$ cat config.mk
export PLATFORM = sky130hd
export DESIGN_NAME = cp0_regfile_flat
export DESIGN_NICKNAME = d
export VERILOG_FILES = /design/src/rtl/cp0_regfile_if.sv /design/src/rtl/cp0_regfile.sv /design/src/flat_wrapper.sv
export SDC_FILE = /design/constraint.sdc
export NUM_CORES = 1
export LEC_CHECK = 0
export BUFFER_PORTS_ARGS = -buffer_cell sky130_fd_sc_hd__buf_2
export CAP_MARGIN = 20
export CORE_MARGIN = 2
export CORE_UTILIZATION = 30
export DETAILED_ROUTE_END_ITERATION = 6
export PLACE_DENSITY = 0.68
export RECOVER_POWER = 50
export SYNTH_ARGS = -nofsm -noshare
export SYNTH_HDL_FRONTEND = slang
export SYNTH_SLANG_ARGS = --single-unit
$ cat constraint.sdc
create_clock -name clk -period 2.2 [get_ports clk]
set_clock_uncertainty 0.05 [all_clocks]
set_input_delay 0.44 -clock clk [delete_from_list [all_inputs] [get_ports clk]]
set_output_delay 0.44 -clock clk [all_outputs]
set_load 0.05 [all_outputs]
$ cat src/rtl/cp0_regfile_if.sv
// Commit/MTC0/MFC0 bundle between the exception unit, pipeline and the CP0 register file.
interface cp0_regfile_if;
  logic [5:0]  hw_int;
  logic        wr_exp;
  logic [4:0]  exp_code;
  logic [31:0] epc;
  logic        in_delayslot;
  logic        badvaddr_we;
  logic [31:0] badvaddr;
  logic        clear_exl;
  logic        mtc0_we;
  logic [4:0]  mtc0_addr;
  logic [31:0] mtc0_wdata;
  logic [4:0]  mfc0_addr;
  logic [31:0] mfc0_rdata;
  logic [31:0] epc_out;
  logic        allow_int;
  logic [7:0]  interrupt_flag;
  logic [31:0] status_out;
  logic [31:0] cause_out;

  modport master (
    output hw_int, wr_exp, exp_code, epc, in_delayslot, badvaddr_we, badvaddr,
           clear_exl, mtc0_we, mtc0_addr, mtc0_wdata, mfc0_addr,
    input  mfc0_rdata, epc_out, allow_int, interrupt_flag, status_out, cause_out
  );

  modport slave (
    input  hw_int, wr_exp, exp_code, epc, in_delayslot, badvaddr_we, badvaddr,
           clear_exl, mtc0_we, mtc0_addr, mtc0_wdata, mfc0_addr,
    output mfc0_rdata, epc_out, allow_int, interrupt_flag, status_out, cause_out
  );
endinterface

$ cat src/rtl/cp0_regfile.sv
// CP0 register file: Status, Cause, EPC, BadVAddr and, with CP0_TIMER_EN defined, Count/Compare.
// Without CP0_TIMER_EN the timer registers are absent and addresses 9/11 read as zero.
module cp0_regfile #(
  parameter logic [31:0] STATUS_RESET = 32'h0040_0000
) (
  input  logic           clk,
  input  logic           resetn,
  cp0_regfile_if.slave   bus
);

  localparam logic [4:0] A_BADV   = 5'd8;
  localparam logic [4:0] A_COUNT  = 5'd9;
  localparam logic [4:0] A_CMP    = 5'd11;
  localparam logic [4:0] A_STATUS = 5'd12;
  localparam logic [4:0] A_CAUSE  = 5'd13;
  localparam logic [4:0] A_EPC    = 5'd14;

  logic [7:0]  im_q, im_d;
  logic        exl_q, exl_d;
  logic        ie_q, ie_d;
  logic        bd_q, bd_d;
  logic [1:0]  ip_sw_q, ip_sw_d;
  logic [4:0]  exc_q, exc_d;
  logic [31:0] epc_q, epc_d;
  logic [31:0] badvaddr_q, badvaddr_d;
  logic [5:0]  hw_int_q;
  logic        mtc0_ok_s;
  logic        ti_s;
  logic [7:0]  ip_s;
  logic [31:0] status_s;
  logic [31:0] cause_s;
  logic [31:0] rdata_s;

  // A committing exception swallows any MTC0 issued in the same cycle.
  assign mtc0_ok_s = bus.mtc0_we & ~bus.wr_exp;

`ifdef CP0_TIMER_EN
  logic [31:0] count_q, count_d;
  logic [31:0] compare_q, compare_d;
  logic        tick_q, tick_d;
  logic        ti_q, ti_d;

  // Timer next state: half-rate Count, Compare match sets sticky TI.
  always_comb begin
    count_d   = count_q;
    compare_d = compare_q;
    tick_d    = ~tick_q;
    ti_d      = ti_q;
    if (mtc0_ok_s && (bus.mtc0_addr == A_COUNT)) begin
      count_d = bus.mtc0_wdata;
      tick_d  = 1'b0;
    end else if (tick_q) begin
      count_d = count_q + 32'd1;
    end else begin
      count_d = count_q;
    end
    if (mtc0_ok_s && (bus.mtc0_addr == A_CMP)) begin
      compare_d = bus.mtc0_wdata;
      ti_d      = 1'b0;
    end else if (count_q == compare_q) begin
      ti_d = 1'b1;
    end else begin
      ti_d = ti_q;
    end
  end

  // Timer state registers.
  always_ff @(posedge clk or negedge resetn) begin
    if (!resetn) begin
      count_q   <= 32'd0;
      compare_q <= 32'd0;
      tick_q    <= 1'b0;
      ti_q      <= 1'b0;
    end else begin
      count_q   <= count_d;
      compare_q <= compare_d;
      tick_q    <= tick_d;
      ti_q      <= ti_d;
    end
  end

  assign ti_s = ti_q;
`else
  assign ti_s = 1'b0;
`endif

  // Status/Cause/EPC/BadVAddr next state with commit/ERET/MTC0 priority.
  always_comb begin
    im_d       = im_q;
    exl_d      = exl_q;
    ie_d       = ie_q;
    bd_d       = bd_q;
    ip_sw_d    = ip_sw_q;
    exc_d      = exc_q;
    epc_d      = epc_q;
    badvaddr_d = badvaddr_q;
    if (mtc0_ok_s && (bus.mtc0_addr == A_STATUS)) begin
      im_d  = bus.mtc0_wdata[15:8];
      exl_d = bus.mtc0_wdata[1];
      ie_d  = bus.mtc0_wdata[0];
    end else begin
      im_d = im_q;
    end
    if (mtc0_ok_s && (bus.mtc0_addr == A_CAUSE)) begin
      ip_sw_d = bus.mtc0_wdata[9:8];
    end else begin
      ip_sw_d = ip_sw_q;
    end
    if (mtc0_ok_s && (bus.mtc0_addr == A_EPC)) begin
      epc_d = bus.mtc0_wdata;
    end else begin
      epc_d = epc_q;
    end
    // EXL override after the MTC0 so ERET wins over a same-cycle Status write.
    if (bus.wr_exp) begin
      exl_d = 1'b1;
      exc_d = bus.exp_code;
      if (!exl_q) begin
        epc_d = bus.in_delayslot ? (bus.epc - 32'd4) : bus.epc;
        bd_d  = bus.in_delayslot;
      end else begin
        bd_d = bd_q;
      end
    end else if (bus.clear_exl) begin
      exl_d = 1'b0;
    end else begin
      exc_d = exc_q;
    end
    if (bus.badvaddr_we) begin
      badvaddr_d = bus.badvaddr;
    end else begin
      badvaddr_d = badvaddr_q;
    end
  end

  // Architectural state and the interrupt-line synchroniser.
  always_ff @(posedge clk or negedge resetn) begin
    if (!resetn) begin
      im_q       <= STATUS_RESET[15:8];
      exl_q      <= STATUS_RESET[1];
      ie_q       <= STATUS_RESET[0];
      bd_q       <= 1'b0;
      ip_sw_q    <= 2'b00;
      exc_q      <= 5'd0;
      epc_q      <= 32'd0;
      badvaddr_q <= 32'd0;
      hw_int_q   <= 6'd0;
    end else begin
      im_q       <= im_d;
      exl_q      <= exl_d;
      ie_q       <= ie_d;
      bd_q       <= bd_d;
      ip_sw_q    <= ip_sw_d;
      exc_q      <= exc_d;
      epc_q      <= epc_d;
      badvaddr_q <= badvaddr_d;
      hw_int_q   <= bus.hw_int;
    end
  end

  assign ip_s     = {hw_int_q[5] | ti_s, hw_int_q[4:0], ip_sw_q};
  assign status_s = {9'd0, STATUS_RESET[22], 6'd0, im_q, 6'd0, exl_q, ie_q};
  assign cause_s  = {bd_q, ti_s, 14'd0, ip_s, 1'b0, exc_q, 2'b00};

  // MFC0 read mux, no bypass of pending writes.
  always_comb begin
    rdata_s = 32'd0;
    case (bus.mfc0_addr)
      A_BADV:   rdata_s = badvaddr_q;
`ifdef CP0_TIMER_EN
      A_COUNT:  rdata_s = count_q;
      A_CMP:    rdata_s = compare_q;
`endif
      A_STATUS: rdata_s = status_s;
      A_CAUSE:  rdata_s = cause_s;
      A_EPC:    rdata_s = epc_q;
      default:  rdata_s = 32'd0;
    endcase
  end

  assign bus.mfc0_rdata     = rdata_s;
  assign bus.epc_out        = (mtc0_ok_s && (bus.mtc0_addr == A_EPC)) ? bus.mtc0_wdata : epc_q;
  assign bus.allow_int      = ie_q & ~exl_q;
  assign bus.interrupt_flag = ip_s & im_q;
  assign bus.status_out     = status_s;
  assign bus.cause_out      = cause_s;

endmodule
$ cat src/flat_wrapper.sv
// flat-port wrapper written by rule: the top's interface ports become plain ports
module cp0_regfile_flat 
#(
  parameter logic [31:0] STATUS_RESET = 32'h0040_0000
)
  (clk, resetn, bus_hw_int, bus_wr_exp, bus_exp_code, bus_epc, bus_in_delayslot, bus_badvaddr_we, bus_badvaddr, bus_clear_exl, bus_mtc0_we, bus_mtc0_addr, bus_mtc0_wdata, bus_mfc0_addr, bus_mfc0_rdata, bus_epc_out, bus_allow_int, bus_interrupt_flag, bus_status_out, bus_cause_out);
  cp0_regfile_if bus_i ();
  input  logic clk;
  input  logic resetn;
  input wire logic [$bits(bus_i.hw_int)-1:0] bus_hw_int;
  input wire logic [$bits(bus_i.wr_exp)-1:0] bus_wr_exp;
  input wire logic [$bits(bus_i.exp_code)-1:0] bus_exp_code;
  input wire logic [$bits(bus_i.epc)-1:0] bus_epc;
  input wire logic [$bits(bus_i.in_delayslot)-1:0] bus_in_delayslot;
  input wire logic [$bits(bus_i.badvaddr_we)-1:0] bus_badvaddr_we;
  input wire logic [$bits(bus_i.badvaddr)-1:0] bus_badvaddr;
  input wire logic [$bits(bus_i.clear_exl)-1:0] bus_clear_exl;
  input wire logic [$bits(bus_i.mtc0_we)-1:0] bus_mtc0_we;
  input wire logic [$bits(bus_i.mtc0_addr)-1:0] bus_mtc0_addr;
  input wire logic [$bits(bus_i.mtc0_wdata)-1:0] bus_mtc0_wdata;
  input wire logic [$bits(bus_i.mfc0_addr)-1:0] bus_mfc0_addr;
  output wire logic [$bits(bus_i.mfc0_rdata)-1:0] bus_mfc0_rdata;
  output wire logic [$bits(bus_i.epc_out)-1:0] bus_epc_out;
  output wire logic [$bits(bus_i.allow_int)-1:0] bus_allow_int;
  output wire logic [$bits(bus_i.interrupt_flag)-1:0] bus_interrupt_flag;
  output wire logic [$bits(bus_i.status_out)-1:0] bus_status_out;
  output wire logic [$bits(bus_i.cause_out)-1:0] bus_cause_out;
  assign bus_i.hw_int = bus_hw_int;
  assign bus_i.wr_exp = bus_wr_exp;
  assign bus_i.exp_code = bus_exp_code;
  assign bus_i.epc = bus_epc;
  assign bus_i.in_delayslot = bus_in_delayslot;
  assign bus_i.badvaddr_we = bus_badvaddr_we;
  assign bus_i.badvaddr = bus_badvaddr;
  assign bus_i.clear_exl = bus_clear_exl;
  assign bus_i.mtc0_we = bus_mtc0_we;
  assign bus_i.mtc0_addr = bus_mtc0_addr;
  assign bus_i.mtc0_wdata = bus_mtc0_wdata;
  assign bus_i.mfc0_addr = bus_mfc0_addr;
  assign bus_mfc0_rdata = bus_i.mfc0_rdata;
  assign bus_epc_out = bus_i.epc_out;
  assign bus_allow_int = bus_i.allow_int;
  assign bus_interrupt_flag = bus_i.interrupt_flag;
  assign bus_status_out = bus_i.status_out;
  assign bus_cause_out = bus_i.cause_out;
  cp0_regfile #(.STATUS_RESET(STATUS_RESET)) u_core (.clk(clk), .resetn(resetn), .bus(bus_i));
endmodule
==> metrics.md, run 1 <==
| Metric | Value |
|---|---|
| Leakage | 3.88 nW |
| Worst Path Required | around 1.7 ns |
| Status | finished with violations |
| Simple-Gate Fraction of Synth Area | between 15 and 20% |
| Top_reg_cell synth | dfrtp_1 |
| First-pass GRT wire length | 28500 µm |
| Antenna violations before repair | 1 |
| Final setup fails | 24 |
| Post-Synth XOR/XNOR Area | 2.13% |
| H-tree levels | 3 |
| Post-DRT Antenna Nets | 0 |
| Crit. End Element | output pin |
| Final hold vios | 0 |
| Final hold slack | ~0.14 ns |
| Int Power | 3.53 mW |
| Slew Viols, Final | 0 |
| Tightest Pin Transition | ~1.1 ns |
| Post-detailed-routing wire length | 19600 µm |
| Placer Congestion | between 0.8 and 0.9 |
| Worst setup margin | -0.0800 ns |
| CP max stage delay | 0.56 ns |
| Setup Crit Path Kind | in -> out |
| Synth top area share | 41.2% |
| Chip height | 138 µm |
| Final min period | 2.28 ns |
| Fmax | 0.439 GHz |
| TritonCTS clock tree | yes |
| Post-CTS Hold Fix Bufs | 0 |
| Synth Cell Area | between 5000 and 6000 µm² |
| Longest Clk Path Bufs | 2 |
| Mux share of post-synthesis cell area | 19.2% |
| Remaining Overflow, GRT | 0 |
| Aggregate global-route resource usage | 20.3% |
| Peak supply drop | 367 µV |
| Post-Synth Adder-Cell Area | less than 1% |
| Detailed Routing Iterations Pass 1 | 5 |
| Max Cap Viol | 0 |
| Crit path DAT | 1.79 ns |
| Post-Syn Area per Cell | 10.3 µm² |
| Most common cell in the netlist | dfrtp_1 |
| Commonest cells post-synth | dfrtp_1 (88), mux2_2 (84), buf_4 (43), nand2_1 (43), o21ai_0 (21) |
| Clock share of power | 27.7% |
| Number of flops mapped to enable cells by yosys | 0 |
| DP HPWL | roughly 15000 µm |
| Clk Latency, worst-skew pair | 0.35 ns |
| Via/cell ratio | between 4 and 5 |
| CORE AREA | 17400 µm² |
| Critical Path Most Common Cell | buf_6 |
| Gate power share | 37.5% |
| Yosys reg bits | 88 |
| RSZ-0062 raised after global routing | yes |
| Starting Density | 30.8% |
| Largest family of logic cells by synthesized area | multiplexers |
| Die area | between 15000 and 20000 µm² |
| Critical path's slowest cell | or4b_4 |
| Sequential fraction of the synthesis area | 41.2% |
| Distinct cells, synth | 54 |
| Power per Cell Area | between 600 and 700 nW/µm² |
| Pin count of the biggest net entering global routing | 41 |
| Number of global-route vias before repair | 5071 |
| CTS root buf | clkbuf_16 |
| Synth warnings | 0 |
| Fin nets | 917 |
| HP Class | in -> reg |
| Port Buffer Count | 220 |
| Failing checks | setup timing |
| Die Span X | approximately 140 µm |
| Synth area leaders | dfrtp_1 (41%), mux2_2 (18%), buf_4 (6.0%), nand2_1 (3.0%), a22o_1 (2.5%) |
| Pre-CTS WS | -0.236 ns |
| DR WL/cell | 19.2 µm |
| Share of cells above drive strength 1 | 57.3% |
| Clk sinks | 88 |
| Detailed-route DRC error count | 0 |
| Switching power | 2.25 mW |
| Post-synthesis compound-gate area fraction | 11.3% |
| IO Count | 261 |
| Detailed Route Iter0 Violations | 278 |
| Num CTS Buffers | 9 |
| Mapped Cells | 517 |
| Worst setup SP type | primary input |
| Rows | 48 |
| Async set-reset flop share out of synthesis | 100% |
| Largest area contributor in the netlist | dfrtp_1 |
| Worst rel slew slack | about a quarter |
| Seq pwr share | between 30% and 40% |
| Clk pin slew, worst setup/hold paths | 0.07 ns |
| Final period utilization | 104% |
| CP max FO | 8 |
| Switching share of total power | 39.0% |
| CP cell instances | buf_6, or4b_4, nor2_4, buf_6, buf_12, a22o_4, buf_8 |
| Vias | about 5.1k |
| Syn-to-layout area delta | 54.9% |
==> path summary, 6_finish.rpt <==
path	slack, ns	endpoint	startpoint	cells past startpoint
max in group asynchronous	0.42	u_core.hw_int_q[2]	resetn	2
min	0.14	u_core.hw_int_q[1]	bus_hw_int[1]	1
max reg2reg	0.52	u_core.epc_q[29]	u_core.exl_q	5
min in group asynchronous	0.19	u_core.badvaddr_q[2]	resetn	1
min reg2reg	0.45	u_core.bd_q	u_core.bd_q	2
max	-0.08	bus_mfc0_rdata[21]	bus_mfc0_addr[1]	7
==> placed cells by master, fill, tap and decap left out, types with 6 or more instances in the layout <==
| master | n |
|---|---|
| mux2i_1 | 8 |
| or4_1 | 13 |
| a31oi_1 | 8 |
| dfrtp_1 | 88 |
| mux2_2 | 84 |
| buf_12 | 11 |
| a22o_4 | 15 |
| nor3_1 | 13 |
| nand2_1 | 27 |
| xnor2_1 | 8 |
| buf_6 | 34 |
| o21ai_2 | 7 |
| conb_1 | 40 |
| buf_2 | 150 |
| clkbuf_16 | 9 |
| nand2_4 | 12 |
| buf_4 | 73 |
| a22oi_1 | 9 |
| and3_1 | 10 |
| buf_8 | 22 |
| nand2b_1 | 6 |
| and2_1 | 8 |
| o21ai_0 | 14 |
| o31ai_1 | 8 |
| nor2_1 | 10 |
| nand3_1 | 18 |
==> critical path: cells and delay by family <==
kind,cells,cell delay (ns)
AO/OA/AOI/OAI,1,0.13
buffers and inverters,4,0.52
AND/OR/NAND/NOR,2,0.68
==> logic make-up after synthesis <==
logic type	count (synthesis)
other	2
adder cells (fa/ha/maj)	1
multiplexers	92
flip-flops	88
AO/OA/AOI/OAI	84
AND/OR/NAND/NOR	160
XOR/XNOR	13
buffers and inverters	77
==> power groups by stage <==
stage                     Clock (mW)  Combinational, mW  Sequential (mW)
final                           1.60               2.17             2.02
after global routing            1.70               2.28             2.03
after CTS                       1.64               2.11             2.01
after detailed placement           0               1.98             2.03
after global placement             0               1.97             2.03
after floorplan                    0               1.28             2.11
==> metrics by stage <==
stage / setup TNS (ns) / utilization, % / instance area (µm²) / cells / power [mW]
after detailed placement: -7.16 / 42.7 / 7420 / 1001 / 4.02
after floorplan: -0.0418 / - / 5750 / 555 / 3.40
after global routing: -2.28 / 47.7 / 8290 / 1023 / 6.02
final: -1.44 / 47.7 / 8290 / 1023 / 5.78
after CTS: -1.51 / 47.2 / 8190 / 1022 / 5.76
after global placement: -6.99 / 42.7 / 7420 / 1001 / 4.00
==> layout make-up <==
cell class,instances,area (µm²)
Fill cell,1599,9070
Multi-Input combinational cell,390,3160
Timing Repair Buffer,301,2330
Sequential cell,88,2200
Tap cell,225,282
Clock buffer,9,225
Clock inverter,7,71.3
Inverter,2,7.51
Antenna cell,1,2.50
==> timing repair <==
action | CTS | global route
resized for setup | 118 | 44
setup endpoints to repair | 51 | 63
cloned | 2 | 0
endpoints found under the hold margin | 0 | 0
pin swaps | 10 | 5
buffers inserted | 3 | 0
==> registers in the layout (all words and copies together) (netlist names) <==
register	count
u_core.badvaddr_q	32
u_core.epc_q	32
u_core.im_q	8
u_core.hw_int_q	6
u_core.exc_q	5
u_core.ip_sw_q	2
u_core.bd_q	1
u_core.exl_q	1
u_core.ie_q	1
==> metal layers <==
metal	GRT usage (%)	up-vias	wire, µm
met5	0	-	0
met4	6.30	0	341
met3	3.90	25	1250
met2	33.9	206	9640
met1	26.6	2488	8370
li1	-	2382	-
Power figures use the tool's default switching activity.
==> run 2: changes to the inputs <==
--- a/config.mk
+++ b/config.mk
@@ -5,12 +5,13 @@
 export SDC_FILE = /design/constraint.sdc
 export NUM_CORES = 1
 export LEC_CHECK = 0
+export ABC_AREA = 1
 export BUFFER_PORTS_ARGS = -buffer_cell sky130_fd_sc_hd__buf_2
 export CAP_MARGIN = 20
 export CORE_MARGIN = 2
 export CORE_UTILIZATION = 30
 export DETAILED_ROUTE_END_ITERATION = 6
-export PLACE_DENSITY = 0.68
+export PLACE_DENSITY = 0.66
 export RECOVER_POWER = 50
 export SYNTH_ARGS = -nofsm -noshare
 export SYNTH_HDL_FRONTEND = slang
==> constraint.sdc (replaced) <==
create_clock -name clk -period 2.27 [get_ports clk]
set_clock_uncertainty 0.05 [all_clocks]
set_input_delay 0.454 -clock clk [delete_from_list [all_inputs] [get_ports clk]]
set_output_delay 0.454 -clock clk [all_outputs]
set_load 0.05 [all_outputs]
==> run 2 against run 1 <==
Compared with the run above: the flow finishes with violations (capacitance limit, slew limit); non-clock buffer count down 62; hold slack improved by 0.013 ns; final area fell by 12%; register-to-register slack improved by 0.21 ns; flip-flop and latch count stayed put; clock-buffer cell count unchanged; die area increased by 3.0%; via count grew 11%; sequential power is 7% lower; utilization down 7.5 points.
==> metrics.md, run 2 <==
| Metric | Value |
|---|---|
| Status | finished with violations |
| Failing checks | capacitance limit, slew limit |
| Placer Congestion | 0.940 (+15%) |
| Commonest cells post-synth | nand2_1 (198), inv_1 (121), dfrtp_1 (88) |
| Vias | 5648 (+11%) |
| Worst setup margin | 0.103 ns (+0.183 ns) |
| Num CTS Buffers | 9 (unchanged) |
| R2R setup slack | 0.73 ns (+0.21 ns) |
| Max Cap Viol | 1 (+1) |
| Fin nets | 1114 (+21%) |
| Most common cell after layout, fill and taps aside | buf_2 |
| First-pass GRT wire length | 29200 µm (+2.4%) |
| Pin count of the biggest net entering global routing | 39 (-4.9%) |
| Biggest regs | u_core.badvaddr_q x32, u_core.epc_q x32, u_core.im_q x8 |
| Post-CTS Hold Fix Bufs | 0 (unchanged) |
| Clk pin slew, worst setup/hold paths | 0.08 ns (about the same) |
| Via/cell ratio | 4.61 (-7.5%) |
| Mapped Cells | 772 (+49%) |
| Seq pwr share | 36.6% (+1.7 points) |
| Post-detailed-routing wire length | 19000 µm (-3.3%) |
| Post-DRT Antenna Nets | 0 (unchanged) |
| IO Count | 261 (unchanged) |
| H-tree levels | 3 (unchanged) |
| CTS-repair resized insts | 0 (-100%) |
| Longest Clk Path Bufs | 2 (unchanged) |
| DP HPWL | 15400 µm (+4.8%) |
| Starting Density | 30.6% (-0.21 points) |
| Detailed Route Iter0 Violations | 341 (+23%) |
| CTS root buf | clkbuf_16 |
| Number of flops mapped to enable cells by yosys | 0 (unchanged) |
| Pre-CTS WS | 0.0688 ns (+0.304 ns) |
| RSZ-0062 raised after global routing | no |
| Placed cell area | 6960 µm² (-6.2%) |
| Final period utilization | 95.5% |
| Post-Syn Area per Cell | 7.15 µm² (-31%) |
| CP max FO | 30 (+22) |
| Crit. End Element | output pin |
| Top_reg_cell synth | dfrtp_1 |
| DP Cell Count | 1207 (+21%) |
| Largest area contributor in the netlist | dfrtp_1 |
| Final hold vios | 0 (unchanged) |
| Most frequent cells in the layout | buf_2 (204), nand2_1 (198), inv_1 (121), dfrtp_1 (88), o21ai_0 (73) |
| Most common cell in the netlist | nand2_1 |
| Leakage | 4.04 nW (+4.0%) |
| Aggregate global-route resource usage | 19.3% (-1.1 points) |
| CORE AREA | 18000 µm² (+3.8%) |
| Worst rel slew slack | -23.8% (-49 points) |
| Post-synthesis compound-gate area fraction | 15.4% (+4.1 points) |
| Detailed Routing Iterations Pass 1 | 5 (unchanged) |
| Clk sinks | 88 (unchanged) |
| Remaining Overflow, GRT | 0 (unchanged) |
| TritonCTS clock tree | yes |
| Peak supply drop | 339 µV (-7.7%) |
| Slew Viols, Final | 34 (+34) |
| Final min period | 2.17 ns |
| Switching power | 2.16 mW (-4.1%) |
| Final hold slack | 0.157 ns (+0.0128 ns) |
| Simple-Gate Fraction of Synth Area | 25.9% (+8.7 points) |
| Worst r2r dst | u_core.epc_q[25] |
| DR WL/cell | 15.5 µm (-19%) |
| Number of global-route vias before repair | 5462 (+7.7%) |
| Synth top area share | 39.9% (-1.3 points) |
| Synth warnings | 0 (unchanged) |
| Clk Latency, worst-skew pair | 0.34 ns (about the same) |
| Synth Cell Area | 5520 µm² (+3.1%) |
| Crit path DAT | 1.66 ns (-0.13 ns) |
| Fmax | 0.461 GHz |
| Detailed-route DRC error count | 0 (unchanged) |
| Share of cells above drive strength 1 | 29.5% (-28 points) |
| Die Span X | 140 µm (+1.5%) |
| Power per Cell Area | 709 nW/µm² (+1.6%) |
| Antenna violations before repair | 2 (+1) |
| Filler Cell Count | 1941 (+21%) |
| Distinct cells, synth | 36 (-33%) |
| Post-Synth Adder-Cell Area | 0.227% (-0.0071 points) |
| Switching share of total power | 42.0% (+3.0 points) |
| Gate power share | 34.7% (-2.8 points) |
| Largest family of logic cells by synthesized area | simple AND/OR/NAND/NOR gates |
| Post-route cell area | 7250 µm² (-12%) |
| TNS Setup | 0 ns (+1.44 ns) |
| Setup Crit Path Kind | in -> out |
| Yosys reg bits | 88 (unchanged) |
| Worst setup SP type | primary input |
| Post-Synth XOR/XNOR Area | 1.43% (-0.70 points) |
| Rows | 49 (+2.1%) |
| Mux share of post-synthesis cell area | 0% (-19 points) |
| Sequential fraction of the synthesis area | 39.9% (-1.3 points) |
| Final setup fails | 0 (-100%) |
| Postcts setup bufs | 0 (-3) |
| Tightest Pin Transition | 1.86 ns (+0.732 ns) |
| Worst Path Required | 1.77 ns (+0.06 ns) |
| Port Buffer Count | 220 (unchanged) |
| End point of the critical path | bus_epc_out[31] |
| Chip height | 140 µm (+1.5%) |
| Reg-to-Reg Start | u_core.exl_q |
| Int Power | 2.98 mW (-15%) |
| Syn-to-layout area delta | 31.5% |
| Synth area leaders | dfrtp_1 (40%), nand2_1 (13%), inv_1 (8.2%), o21ai_0 (6.6%), buf_4 (5.9%) |
| FF-to-FF path depth | 5 (unchanged) |
| Worst Setup SP | bus_wr_exp |
| HP Class | in -> reg |
| Finished Layout Cells | 1225 (+20%) |
| Clock share of power | 28.7% (+1.0 points) |
| Die area | 19500 µm² (+3.0%) |
| Async set-reset flop share out of synthesis | 100% (unchanged) |
## run 2: worst min-delay path by stage
stage	start	to	cells after the start	slack [ns]
3_3_place_gp	resetn	u_core.hw_int_q[1]	1	0.38
3_5_place_dp	resetn	u_core.hw_int_q[1]	1	0.38
2_1_floorplan	resetn	u_core.badvaddr_q[0]	0	0.11
4_1_cts	resetn	u_core.badvaddr_q[13]	1	0.008
6_report	bus_hw_int[5]	u_core.hw_int_q[5]	1	0.16
5_1_grt	bus_hw_int[4]	u_core.hw_int_q[4]	1	0.14
## run 2: routing by layer
metal	vias to the layer above	global-route usage, %	wire length, µm
li1	2807	-	-
met1	2585	26.8	8660
met2	217	29.0	8300
met3	39	4.40	1380
met4	0	7.79	607
met5	-	0	0
## run 2: through the flow
| stage | util, % | power (mW) |
|---|---|---|
| after floorplan | - | 3.15 |
| after global placement | 38.6 | 3.69 |
| after detailed placement | 38.6 | 3.70 |
| after CTS | 40.2 | 5.20 |
| after global routing | 40.2 | 5.41 |
| final | 40.2 | 5.14 |
## run 2: power groups by stage
| stage | combinational, mW | clock (mW) | sequential, mW |
|---|---|---|---|
| finish | 1.78 | 1.48 | 1.88 |
| detailed placement | 1.79 | 0 | 1.91 |
| floorplan | 1.16 | 0 | 1.99 |
| global route | 1.92 | 1.59 | 1.90 |
| CTS | 1.79 | 1.52 | 1.88 |
| global placement | 1.78 | 0 | 1.91 |
## run 2: critical path, stage by stage
cell	delay [ns]
clkbuf_1	0.17
inv_4	0.08
nand2_4	0.08
nor2_8	0.04
nand2_4	0.13
buf_12	0.20
nor2_1	0.07
a21oi_2	0.14
buf_2	0.28
## run 2: layout make-up
class,count,area [µm²],share of cell area [%]
antenna,2,5.00,0.0690
clock inverter,7,68.8,0.949
multi-input combinational,526,2590,35.7
timing repair buffer,239,1400,19.4
inverter,125,472,6.50
clock buffer,9,225,3.11
sequential,88,2200,30.4
tap,229,287,3.95
## run 2: cell families after synthesis
kind of cell | count (synthesis)
adder cells (fa/ha/maj) | 1
flip-flops | 88
AND/OR/NAND/NOR | 335
buffers and inverters | 196
other | 2
XOR/XNOR | 9
AO/OA/AOI/OAI | 141
==> run 3: changes to the inputs <==
==> constraint.sdc (replaced) <==
create_clock -name clk -period 2.3 [get_ports clk]
set_clock_uncertainty 0.05 [all_clocks]
set_input_delay 0.46 -clock clk [delete_from_list [all_inputs] [get_ports clk]]
set_output_delay 0.46 -clock clk [all_outputs]
set_load 0.05 [all_outputs]
==> run 3 against run 2 <==
Compared with the run above: the run now ends clean; cell count did not move; worst setup slack gained 0.016 ns; non-clock buffer count grew 1; combinational power hardly changed; total power decreased by 1.7%; final area decreased by 0.48%.
==> metrics.md, run 3 (same netlist as run 2, synthesis figures left out) <==
| Metric | Value |
|---|---|
| Port Buffer Count | 220 (unchanged) |
| Met2 WL post-DR | 8710 µm (+4.9%) |
| DR WL/cell | 15.5 µm (about the same) |
| Placer Congestion | 0.915 (-2.7%) |
| Rows | 49 (unchanged) |
| HP Class | in -> reg |
| CP max FO | 30 (unchanged) |
| Antenna violations before repair | 2 (unchanged) |
| Worst r2r dst | u_core.epc_q[16] |
| Hold Path Sink | u_core.hw_int_q[0] |
| DR top layer | met5 |
| Reg-to-Reg Start | u_core.exl_q |
| Final min period | 2.18 ns |
| WL met1 | 8440 µm (-2.6%) |
| RSZ-0062 raised after global routing | no |
| DP HPWL | 15500 µm (+0.56%) |
| Most frequent cells in the layout | buf_2 (208), nand2_1 (199), inv_1 (121), dfrtp_1 (88), o21ai_0 (73) |
| Longest Clk Path Bufs | 2 (unchanged) |
| Hold Path Depth | 1 (unchanged) |
| Share of cells above drive strength 1 | 29.1% (-0.33 points) |
| Finished Layout Cells | 1225 (unchanged) |
| TNS Setup | 0 ns (unchanged) |
| IO Count | 261 (unchanged) |
| Leakage | 4.02 nW (-0.32%) |
| FF-to-FF path depth | 4 (-1) |
| Detailed Route Iter0 Violations | 290 (-15%) |
| CTS root buf | clkbuf_16 |
| Crit. End Element | output pin |
| Vias | 5632 (-0.28%) |
| Biggest regs | u_core.badvaddr_q x32, u_core.epc_q x32, u_core.im_q x8 |
| Hold_sp | bus_hw_int[0] |
| Worst setup margin | 0.119 ns (+0.0163 ns) |
| Pin count of the biggest net entering global routing | 48 (+23%) |
| Post-layout util | 40.0% (-0.19 points) |
| Final total power | 5.05 mW (-1.7%) |
| Fmax | approximately 0.46 GHz |
| Setup Crit Path Kind | in -> out |
| DP Cell Count | 1207 (unchanged) |
| Clk sinks | 88 (unchanged) |
| TritonCTS clock tree | yes |
| Via/cell ratio | 4.60 (-0.28%) |
| Die Span X | 140 µm (unchanged) |
| Clk pin slew, worst setup/hold paths | 0.07 ns (about the same) |
| Aggregate global-route resource usage | 19.0% (-0.22 points) |
| Chip height | 140 µm (unchanged) |
| Die area | 19500 µm² (unchanged) |
| Remaining Overflow, GRT | 0 (unchanged) |
| Tightest Pin Transition | 1.08 ns (-0.775 ns) |
| Post-DRT Antenna Nets | 0 (unchanged) |
| Crit path DAT | 1.67 ns (about the same) |
| Final setup fails | 0 (unchanged) |
| Multi-input logic area | 2580 µm² (-0.34%) |
| Number of global-route vias before repair | 5284 (-3.3%) |
| Num CTS Buffers | 9 (unchanged) |
| Peak supply drop | 334 µV (-1.6%) |
| Final hold vios | 0 (unchanged) |
| Clk Latency, worst-skew pair | 0.34 ns (about the same) |
| Syn-to-layout area delta | 30.8% |
| CORE AREA | 18000 µm² (unchanged) |
| H-tree levels | 3 (unchanged) |
| Worst setup SP type | primary input |
| Detailed Routing Iterations Pass 1 | 5 (unchanged) |
| Max Cap Viol | 0 (-1) |
| Filler Cell Count | 1934 (-0.36%) |
| R2R setup slack | 0.74 ns (about the same) |
| Sequential cell area | 2200 µm² (unchanged) |
| Post-detailed-routing wire length | 18900 µm (about the same) |
| Final period utilization | 94.8% |
| Starting Density | 30.6% (unchanged) |
| Wire length on met3 | 1450 µm (+5.1%) |
| Worst rel slew slack | 27.8% (+52 points) |
| Slew Viols, Final | 0 (-100%) |
| First-pass GRT wire length | 28800 µm (-1.3%) |
| Detailed-route DRC error count | 0 (unchanged) |
| Fin nets | 1115 (+0.090%) |
| Postcts setup bufs | 0 (unchanged) |
| Most common cell after layout, fill and taps aside | buf_2 |
| Worst Path Required | 1.79 ns (+0.02 ns) |
| Power per Cell Area | 700 nW/µm² (-1.2%) |
| Status | completed |
| Pre-CTS WS | 0.0835 ns (+0.0147 ns) |
==> run 3: layout make-up <==
| type | count | share of cell area, % |
|---|---|---|
| diodes | 1 | 0.0347 |
| flip-flops and latches | 88 | 30.5 |
| inverters | 125 | 6.53 |
| clock buffers | 9 | 3.12 |
| clock inverters | 7 | 1.01 |
| well taps | 229 | 3.97 |
| repair buffers | 240 | 19.1 |
| multi-input cells | 526 | 35.8 |
==> run 3: worst max-delay path by stage <==
stage | from | end | slack [ns] | depth (start not counted)
2_1_floorplan | bus_mfc0_addr[0] | bus_mfc0_rdata[18] | -0.16 | 4
3_3_place_gp | bus_mfc0_addr[1] | bus_mfc0_rdata[9] | 0.10 | 8
3_5_place_dp | bus_mfc0_addr[1] | bus_mfc0_rdata[22] | 0.08 | 6
4_1_cts | bus_mfc0_addr[1] | bus_mfc0_rdata[22] | 0.08 | 6
5_1_grt | bus_mfc0_addr[3] | bus_mfc0_rdata[14] | 0.005 | 9
6_report | bus_wr_exp | bus_epc_out[31] | 0.12 | 9
==> run 3: per-stage QoR <==
step           hold WS [ns]  area, µm²
6_report              0.164       7220
2_1_floorplan         0.114       5720
4_1_cts               0.147       7250
3_3_place_gp          0.224       6940
3_5_place_dp          0.228       6940
5_1_grt               0.146       7220
==> run 3: repair_timing <==
item | 4_1_cts | 5_1_grt
setup endpoints to repair | 0 | 5
resized for setup | 0 | 6
hold endpoints to repair | 4 | 0
hold buffers | 1 | 0
==> run 3: worst max-delay path, cell delays in order <==
cell,delay (ns)
clkbuf_1,0.17
inv_4,0.08
nand2_4,0.08
nor2_8,0.04
nand2_4,0.13
buf_12,0.20
nor2_1,0.08
a21oi_2,0.12
buf_2,0.29
==> run 3: layer usage <==
metal  GRT usage, %  up-vias
li1               -     2815
met1           26.3     2581
met3           4.44       25
met2           29.6      209
met5              0        -
met4           6.11        2
==> run 3: report_power, final <==
| part | internal, mW | total (mW) | switching [mW] |
|---|---|---|---|
| clock | 0.764 | 1.44 | 0.674 |
| sequential | 1.74 | 1.86 | 0.125 |
| combinational | 0.434 | 1.75 | 1.32 |
